**config.mk**
```make
export PLATFORM = sky130hd
export DESIGN_NAME = program_encoder_flat
export DESIGN_NICKNAME = d
export VERILOG_FILES = /design/src/rtl/program_encoder_if.sv /design/src/rtl/program_encoder.sv /design/src/flat_wrapper.sv
export SDC_FILE = /design/constraint.sdc
export NUM_CORES = 1
export LEC_CHECK = 0
export CAP_MARGIN = 25
export CORE_MARGIN = 2
export CORE_UTILIZATION = 47
export DETAILED_ROUTE_END_ITERATION = 10
export PLACE_DENSITY = 0.8
export SLEW_MARGIN = 25
export SYNTH_ARGS = -nofsm -noshare
export SYNTH_HDL_FRONTEND = slang
export SYNTH_SLANG_ARGS = --single-unit
```
**constraint.sdc**
```tcl
create_clock -name clk -period 4.5 [get_ports clk]
set_input_delay 0.9 -clock clk [delete_from_list [all_inputs] [get_ports clk]]
set_output_delay 0.9 -clock clk [all_outputs]
set_load 0.01 [all_outputs]
```
**src/rtl/program_encoder_if.sv**
```systemverilog
// Request and program-memory write buses of the program encoder.
// master = encoder side, slave = host/loader plus memory side.
interface program_encoder_if #(
  parameter int AW = 8,
  parameter int DW = 32
);
  logic          req_valid;
  logic          req_ready;
  logic [5:0]    req_opcode;
  logic [1:0]    req_pred;
  logic [7:0]    req_rd;
  logic [7:0]    req_rs;
  logic [7:0]    req_rt_imm;
  logic          req_last;
  logic          mem_write_valid;
  logic          mem_write_ready;
  logic [AW-1:0] mem_write_address;
  logic [DW-1:0] mem_write_data;

  modport master (
    input  req_valid, req_opcode, req_pred,
    input  req_rd, req_rs, req_rt_imm, req_last,
    output req_ready,
    output mem_write_valid, mem_write_address,
    output mem_write_data,
    input  mem_write_ready
  );

  modport slave (
    output req_valid, req_opcode, req_pred,
    output req_rd, req_rs, req_rt_imm, req_last,
    input  req_ready,
    input  mem_write_valid, mem_write_address,
    input  mem_write_data,
    output mem_write_ready
  );
endinterface

```
**src/rtl/program_encoder.sv**
```systemverilog
// Encodes instruction requests into 32-bit words and streams them
// into program memory at consecutive addresses, optionally closing with RET.
module program_encoder #(
  parameter int PROGRAM_MEM_ADDR_BITS = 8,
  parameter int PROGRAM_MEM_DATA_BITS = 32,
  parameter bit AUTO_RET              = 1'b1
) (
  input  logic                             clk,
  input  logic                             reset,
  input  logic                             start,
  input  logic [PROGRAM_MEM_ADDR_BITS-1:0] base_addr,
  program_encoder_if.master                bus,
  output logic                             busy,
  output logic                             done,
  output logic                             error,
  output logic [1:0]                       error_code,
  output logic [PROGRAM_MEM_ADDR_BITS:0]   instr_count
);
  localparam int AW = PROGRAM_MEM_ADDR_BITS;
  localparam int DW = PROGRAM_MEM_DATA_BITS;

  localparam logic [5:0]    OP_RET   = 6'b111111;
  localparam logic [DW-1:0] RET_WORD = {OP_RET, {(DW-6){1'b0}}};
  localparam logic [AW+1:0] NEED1    = {{(AW+1){1'b0}}, 1'b1};
  localparam logic [AW+1:0] NEED2    = {{AW{1'b0}}, 2'b10};
  localparam logic [AW+1:0] WORDS    = {2'b01, {AW{1'b0}}};
  localparam logic [AW:0]   INC      = {{AW{1'b0}}, 1'b1};

  typedef enum logic [2:0] {
    S_IDLE,
    S_ACCEPT,
    S_WRITE,
    S_RET,
    S_DONE,
    S_ERROR
  } state_e;

  state_e        state_q, state_d;
  logic [AW:0]   ptr_q, ptr_d;
  logic [AW-1:0] addr_q, addr_d;
  logic [DW-1:0] data_q, data_d;
  logic          last_q, last_d;
  logic          ret_q, ret_d;
  logic [1:0]    code_q, code_d;
  logic [AW:0]   cnt_q, cnt_d;

  logic          wr_en;
  logic          wr_fire;
  logic          ret_need;
  logic          op_legal;
  logic [AW+1:0] end_ptr;

  function automatic logic legal(input logic [5:0] op);
    case (op)
      6'b000000, 6'b000001, 6'b000010,
      6'b010000, 6'b010001, 6'b010010,
      6'b100000, 6'b100001, 6'b100010,
      6'b110000, 6'b110001, 6'b110010,
      6'b000100, 6'b010100, 6'b000101,
      6'b010101, 6'b000111, 6'b010111,
      6'b000110, 6'b010110, 6'b101100,
      6'b111100, 6'b001101, 6'b111111:
        legal = 1'b1;
      default:
        legal = 1'b0;
    endcase
  endfunction

  assign wr_en    = (state_q == S_WRITE) ||
                    (state_q == S_RET);
  assign wr_fire  = wr_en & bus.mem_write_ready;
  assign op_legal = legal(bus.req_opcode);
  assign ret_need = AUTO_RET && bus.req_last &&
                    (bus.req_opcode != OP_RET);
  // room for the word itself plus the trailing RET it implies
  assign end_ptr  = {1'b0, ptr_q} + (ret_need ? NEED2 : NEED1);

  always_comb begin
    state_d = state_q;
    ptr_d   = ptr_q;
    addr_d  = addr_q;
    data_d  = data_q;
    last_d  = last_q;
    ret_d   = ret_q;
    code_d  = code_q;
    cnt_d   = cnt_q;
    unique case (state_q)
      S_IDLE, S_DONE, S_ERROR: begin
        if (start) begin
          ptr_d   = {1'b0, base_addr};
          cnt_d   = '0;
          code_d  = 2'b00;
          state_d = S_ACCEPT;
        end
      end
      S_ACCEPT: begin
        if (bus.req_valid) begin
          if (!op_legal) begin
            code_d  = 2'b01;
            state_d = S_ERROR;
          end else if (end_ptr > WORDS) begin
            code_d  = 2'b10;
            state_d = S_ERROR;
          end else begin
            data_d  = {bus.req_opcode, bus.req_pred,
                       bus.req_rd, bus.req_rs,
                       bus.req_rt_imm};
            addr_d  = ptr_q[AW-1:0];
            last_d  = bus.req_last;
            ret_d   = ret_need;
            state_d = S_WRITE;
          end
        end
      end
      S_WRITE: begin
        if (wr_fire) begin
          ptr_d = ptr_q + INC;
          cnt_d = cnt_q + INC;
          if (!last_q) begin
            state_d = S_ACCEPT;
          end else if (ret_q) begin
            data_d  = RET_WORD;
            addr_d  = ptr_d[AW-1:0];
            state_d = S_RET;
          end else begin
            state_d = S_DONE;
          end
        end
      end
      S_RET: begin
        if (wr_fire) begin
          ptr_d   = ptr_q + INC;
          cnt_d   = cnt_q + INC;
          state_d = S_DONE;
        end
      end
      default: state_d = S_IDLE;
    endcase
  end

  always_ff @(posedge clk) begin
    if (reset) begin
      state_q <= S_IDLE;
      ptr_q   <= '0;
      addr_q  <= '0;
      data_q  <= '0;
      last_q  <= 1'b0;
      ret_q   <= 1'b0;
      code_q  <= 2'b00;
      cnt_q   <= '0;
    end else begin
      state_q <= state_d;
      ptr_q   <= ptr_d;
      addr_q  <= addr_d;
      data_q  <= data_d;
      last_q  <= last_d;
      ret_q   <= ret_d;
      code_q  <= code_d;
      cnt_q   <= cnt_d;
    end
  end

  assign bus.req_ready         = (state_q == S_ACCEPT);
  assign bus.mem_write_valid   = wr_en;
  assign bus.mem_write_address = addr_q;
  assign bus.mem_write_data    = data_q;

  assign busy        = (state_q == S_ACCEPT) || wr_en;
  assign done        = (state_q == S_DONE);
  assign error       = (state_q == S_ERROR);
  assign error_code  = code_q;
  assign instr_count = cnt_q;
endmodule
```
**src/flat_wrapper.sv**
```systemverilog
// flat-port wrapper written by rule: the top's interface ports become plain ports
module program_encoder_flat 
#(
  parameter int PROGRAM_MEM_ADDR_BITS = 8,
  parameter int PROGRAM_MEM_DATA_BITS = 32,
  parameter bit AUTO_RET              = 1'b1
)
  (clk, reset, start, base_addr, busy, done, error, error_code, instr_count, bus_req_valid, bus_req_opcode, bus_req_pred, bus_req_rd, bus_req_rs, bus_req_rt_imm, bus_req_last, bus_req_ready, bus_mem_write_valid, bus_mem_write_address, bus_mem_write_data, bus_mem_write_ready);
  program_encoder_if bus_i ();
  input  logic clk;
  input  logic reset;
  input  logic start;
  input  logic [PROGRAM_MEM_ADDR_BITS-1:0] base_addr;
  output logic busy;
  output logic done;
  output logic error;
  output logic [1:0] error_code;
  output logic [PROGRAM_MEM_ADDR_BITS:0] instr_count;
  input wire logic [$bits(bus_i.req_valid)-1:0] bus_req_valid;
  input wire logic [$bits(bus_i.req_opcode)-1:0] bus_req_opcode;
  input wire logic [$bits(bus_i.req_pred)-1:0] bus_req_pred;
  input wire logic [$bits(bus_i.req_rd)-1:0] bus_req_rd;
  input wire logic [$bits(bus_i.req_rs)-1:0] bus_req_rs;
  input wire logic [$bits(bus_i.req_rt_imm)-1:0] bus_req_rt_imm;
  input wire logic [$bits(bus_i.req_last)-1:0] bus_req_last;
  output wire logic [$bits(bus_i.req_ready)-1:0] bus_req_ready;
  output wire logic [$bits(bus_i.mem_write_valid)-1:0] bus_mem_write_valid;
  output wire logic [$bits(bus_i.mem_write_address)-1:0] bus_mem_write_address;
  output wire logic [$bits(bus_i.mem_write_data)-1:0] bus_mem_write_data;
  input wire logic [$bits(bus_i.mem_write_ready)-1:0] bus_mem_write_ready;
  assign bus_i.req_valid = bus_req_valid;
  assign bus_i.req_opcode = bus_req_opcode;
  assign bus_i.req_pred = bus_req_pred;
  assign bus_i.req_rd = bus_req_rd;
  assign bus_i.req_rs = bus_req_rs;
  assign bus_i.req_rt_imm = bus_req_rt_imm;
  assign bus_i.req_last = bus_req_last;
  assign bus_req_ready = bus_i.req_ready;
  assign bus_mem_write_valid = bus_i.mem_write_valid;
  assign bus_mem_write_address = bus_i.mem_write_address;
  assign bus_mem_write_data = bus_i.mem_write_data;
  assign bus_i.mem_write_ready = bus_mem_write_ready;
  program_encoder #(.PROGRAM_MEM_ADDR_BITS(PROGRAM_MEM_ADDR_BITS), .PROGRAM_MEM_DATA_BITS(PROGRAM_MEM_DATA_BITS), .AUTO_RET(AUTO_RET)) u_core (.clk(clk), .reset(reset), .start(start), .base_addr(base_addr), .bus(bus_i), .busy(busy), .done(done), .error(error), .error_code(error_code), .instr_count(instr_count));
endmodule
```
==> run metrics, run 1 <==
R2R depth=7; final instance area=0.00461 mm^2; drt drc=0; Setup TNS=0 ns; clk_lat worst skew=0.35 ns; clk buf depth=2; vias in the first global route=2788; Mapped Avg Cell Area=8.38 um^2; Critical Path RT=4.74 ns; Crit-path slowest cell=clkdlybuf4s50_1; reg-to-reg slack, setup=1.78 ns; crit start category=input pin; gr usage total=21.4%; Final period util=88.9%; synthesized area=0.00330 mm^2; synth unique cells=57; ys async rst share=0%; unrepaired setup endpoints after global routing=false; Fillers=569; # rows=30; layout cells sized above 1=7.74%; maximum clock frequency=250 MHz; I/O pin count=102; CTS tree=built; Area contributors post-synth=dfxtp_1 39%, o32ai_1 6.9%, inv_1 6.8%; post-DP HPWL=6010 um; Clock H-tree levels=3; Post-CTS Resized=0; class of the most critical setup path=in2reg; Non-Filler Instances=587; DP Area=0.00437 mm^2; Worst-path clk slew=0.07 ns; hold depth=2; CTS Hold Bufs=0; dpl ws=0.176 ns; Yosys Warn Count=0; Root Buffer=clkbuf_8; Synth Register Bits=65; 1st-pass router iterations=5; Max Cap Viol=0; Floorplan Core Area=0.00679 mm^2; Layout Skew=0.0123 ns; dpl cells=571; worst ir drop on vdd=0.182 mV; CTS sink cnt=65; die footprint=0.00771 mm^2; Antenna Cells=0; top-count cell post-synth=dfxtp_1; Inserted Clock Buffers=9; Routed Antenna Nets=0; Post-synth EDFFs=0; Largest delay share family, worst path=compound AO/OA/AOI/OAI gates; Die Span X=87.8 um; first-pass GRT wire length=12900 um; hold path startpoint=u_core.bus.mem_write_address[2]; share of the synthesized area in the top cell type=39.4%; Final Util=67.8%; Worst Setup End Kind=flop; final hold vios=0; Routed WL=8340 um; Starting Density=48.6%; Tmin final=4.00 ns; Total Power=1.47 mW; Leakage=1.77 nW; drt via density=5.21; CP cell instances=clkdlybuf4s50_1 -> ha_1 -> nand2_1 -> o21ai_0 -> inv_1 -> fa_1 -> or3_1 -> a211oi_2 -> o21ai_1 -> a31o_1 -> mux2_4; Worst Setup Slack, final=0.499 ns; power density over cell area=319 mW/mm^2; Final setup viols=0; hold crit path type=reg2reg; final global-route overflow total=0; largest net degree at the start of global routing=34; WHS Endpoint=u_core.bus.mem_write_address[2]; post-CTS setup buffer count=0; DR WL/cell=14.2 um; Post-Syn Nets=448; area grow syn2layout=39.5%; worst-margin pin slew=0.780 ns; Crit Reg-Reg Startpoint=u_core.ptr_q[0]; Max FO, Critical Path=8; GP Congestion=0.895; status=finished clean; Top FF cell, synth=dfxtp_1; Max stage delay on crit path=0.55 ns; Syn Inst Count=394; Worst R2R End=u_core.bus.mem_write_address[5]; slew margin rel.=47.3%; antenna violations before repair=0; buffers plus inverters on the worst setup path=2; Critical Path AT=4.24 ns; die height=87.8 um; top post-synthesis cells by count=65 x dfxtp_1, 60 x inv_1, 39 x nand2_1; # port buffers=101; Min Hold Slack=0.464 ns; via count=3059; area leader, netlist=dfxtp_1; drt first-iter violations=173; Final #Nets=540; Seq/Total Area, Yosys=39.4%; Slew Viols, Final=0
[worst max-delay path by stage]
stage,start,cells after the start,slack (ns),end
global route,bus_req_opcode[0],11,0.30,u_core.bus.mem_write_address[7]
CTS,bus_req_opcode[0],11,0.52,u_core.bus.mem_write_address[5]
floorplan,bus_req_opcode[0],11,1.10,u_core.bus.mem_write_address[0]
detailed placement,bus_req_opcode[0],11,0.18,u_core.bus.mem_write_address[5]
global placement,bus_req_opcode[0],11,0.31,u_core.bus.mem_write_address[5]
finish,bus_req_opcode[0],11,0.50,u_core.bus.mem_write_address[5]
[cells by family (layout without fill, tap and decap cells)]
family                   Yosys count  after routing  share of synthesized area, %
XOR/XNOR                          16             16                          4.24
multiplexers                      13             13                          4.55
buffers and inverters             85            182                          10.4
adder cells (fa/ha/maj)            8              8                          3.26
AO/OA/AOI/OAI                     85             85                          20.2
flip-flops                        65             65                          39.4
AND/OR/NAND/NOR                  122            122                          18.0
[sequential cells by signal, summed over array words and instances, names as in the netlist]
signal,flops
u_core.bus.mem_write_address,8
u_core.bus.mem_write_data,32
u_core.error_code,2
u_core.instr_count,9
u_core.last_q,1
u_core.ptr_q,9
u_core.ret_q,1
u_core.state_q,3
[layout by cell type (no fill, tap or decap), types with 2 or more instances in the layout]
cell type	count
inv_1	60
or3_1	3
clkdlybuf4s50_1	101
buf_4	4
nand2b_1	3
nor4b_1	2
dfxtp_1	65
mux2_4	4
xnor2_1	8
o31ai_1	3
nand4_1	6
o21a_1	4
ha_1	7
mux2i_1	9
a21oi_1	11
nand2_1	39
nor3_1	11
xor2_1	8
a31oi_1	5
nor2b_1	5
clkinv_2	2
nand3_1	8
nand3b_1	3
o221a_2	6
nor2_1	30
o32ai_1	26
and3_1	3
o21ai_0	11
bufinv_16	3
a211oi_1	2
o2bb2ai_1	2
clkbuf_8	9
[layout make-up]
cell class / instances / area (um^2) / area share [%]
Tap cell: 96 / 120 / 2.61
Timing Repair Buffer: 106 / 1060 / 23.0
Clock inverter: 7 / 118 / 2.55
Inverter: 60 / 225 / 4.89
Multi-Input combinational cell: 244 / 1660 / 36.0
Clock buffer: 9 / 124 / 2.69
Sequential cell: 65 / 1300 / 28.2
[worst reg2reg max path, delay by kind of cell, from the launching register on]
family	cells	cell delay (ns)
compound gates	3	0.89
fa+ha+maj	2	0.66
flops	1	0.37
simple gates	1	0.35
mux	1	0.34
[report_power, final]
part | internal, mW | switching [mW]
Combinational | 0.123 | 0.114
Clock | 0.369 | 0.236
Sequential | 0.597 | 0.0303
[layer usage]
layer / vias up / part of all wire [%] / track usage, %
met5: - / 0 / 0
met4: 0 / 1.7 / 7.83
met3: 15 / 7.6 / 6.03
met2: 109 / 46 / 35.6
met1: 1380 / 44 / 26.5
li1: 1555 / - / -
Power figures use the tool's default switching activity.
==> run 2, diff against run 1 <==
SKIP_CTS_REPAIR_TIMING = 1   (was unset)
SLEW_MARGIN = unset   (was 25)
==> results of run 2 <==
No change in the layout: final DEF, timing and power equal those of run 1.
==> run 3, diff against run 2 <==
SKIP_CTS_REPAIR_TIMING = unset   (was 1)
==> results of run 3 <==
No change in the layout: final DEF, timing and power equal those of run 1.
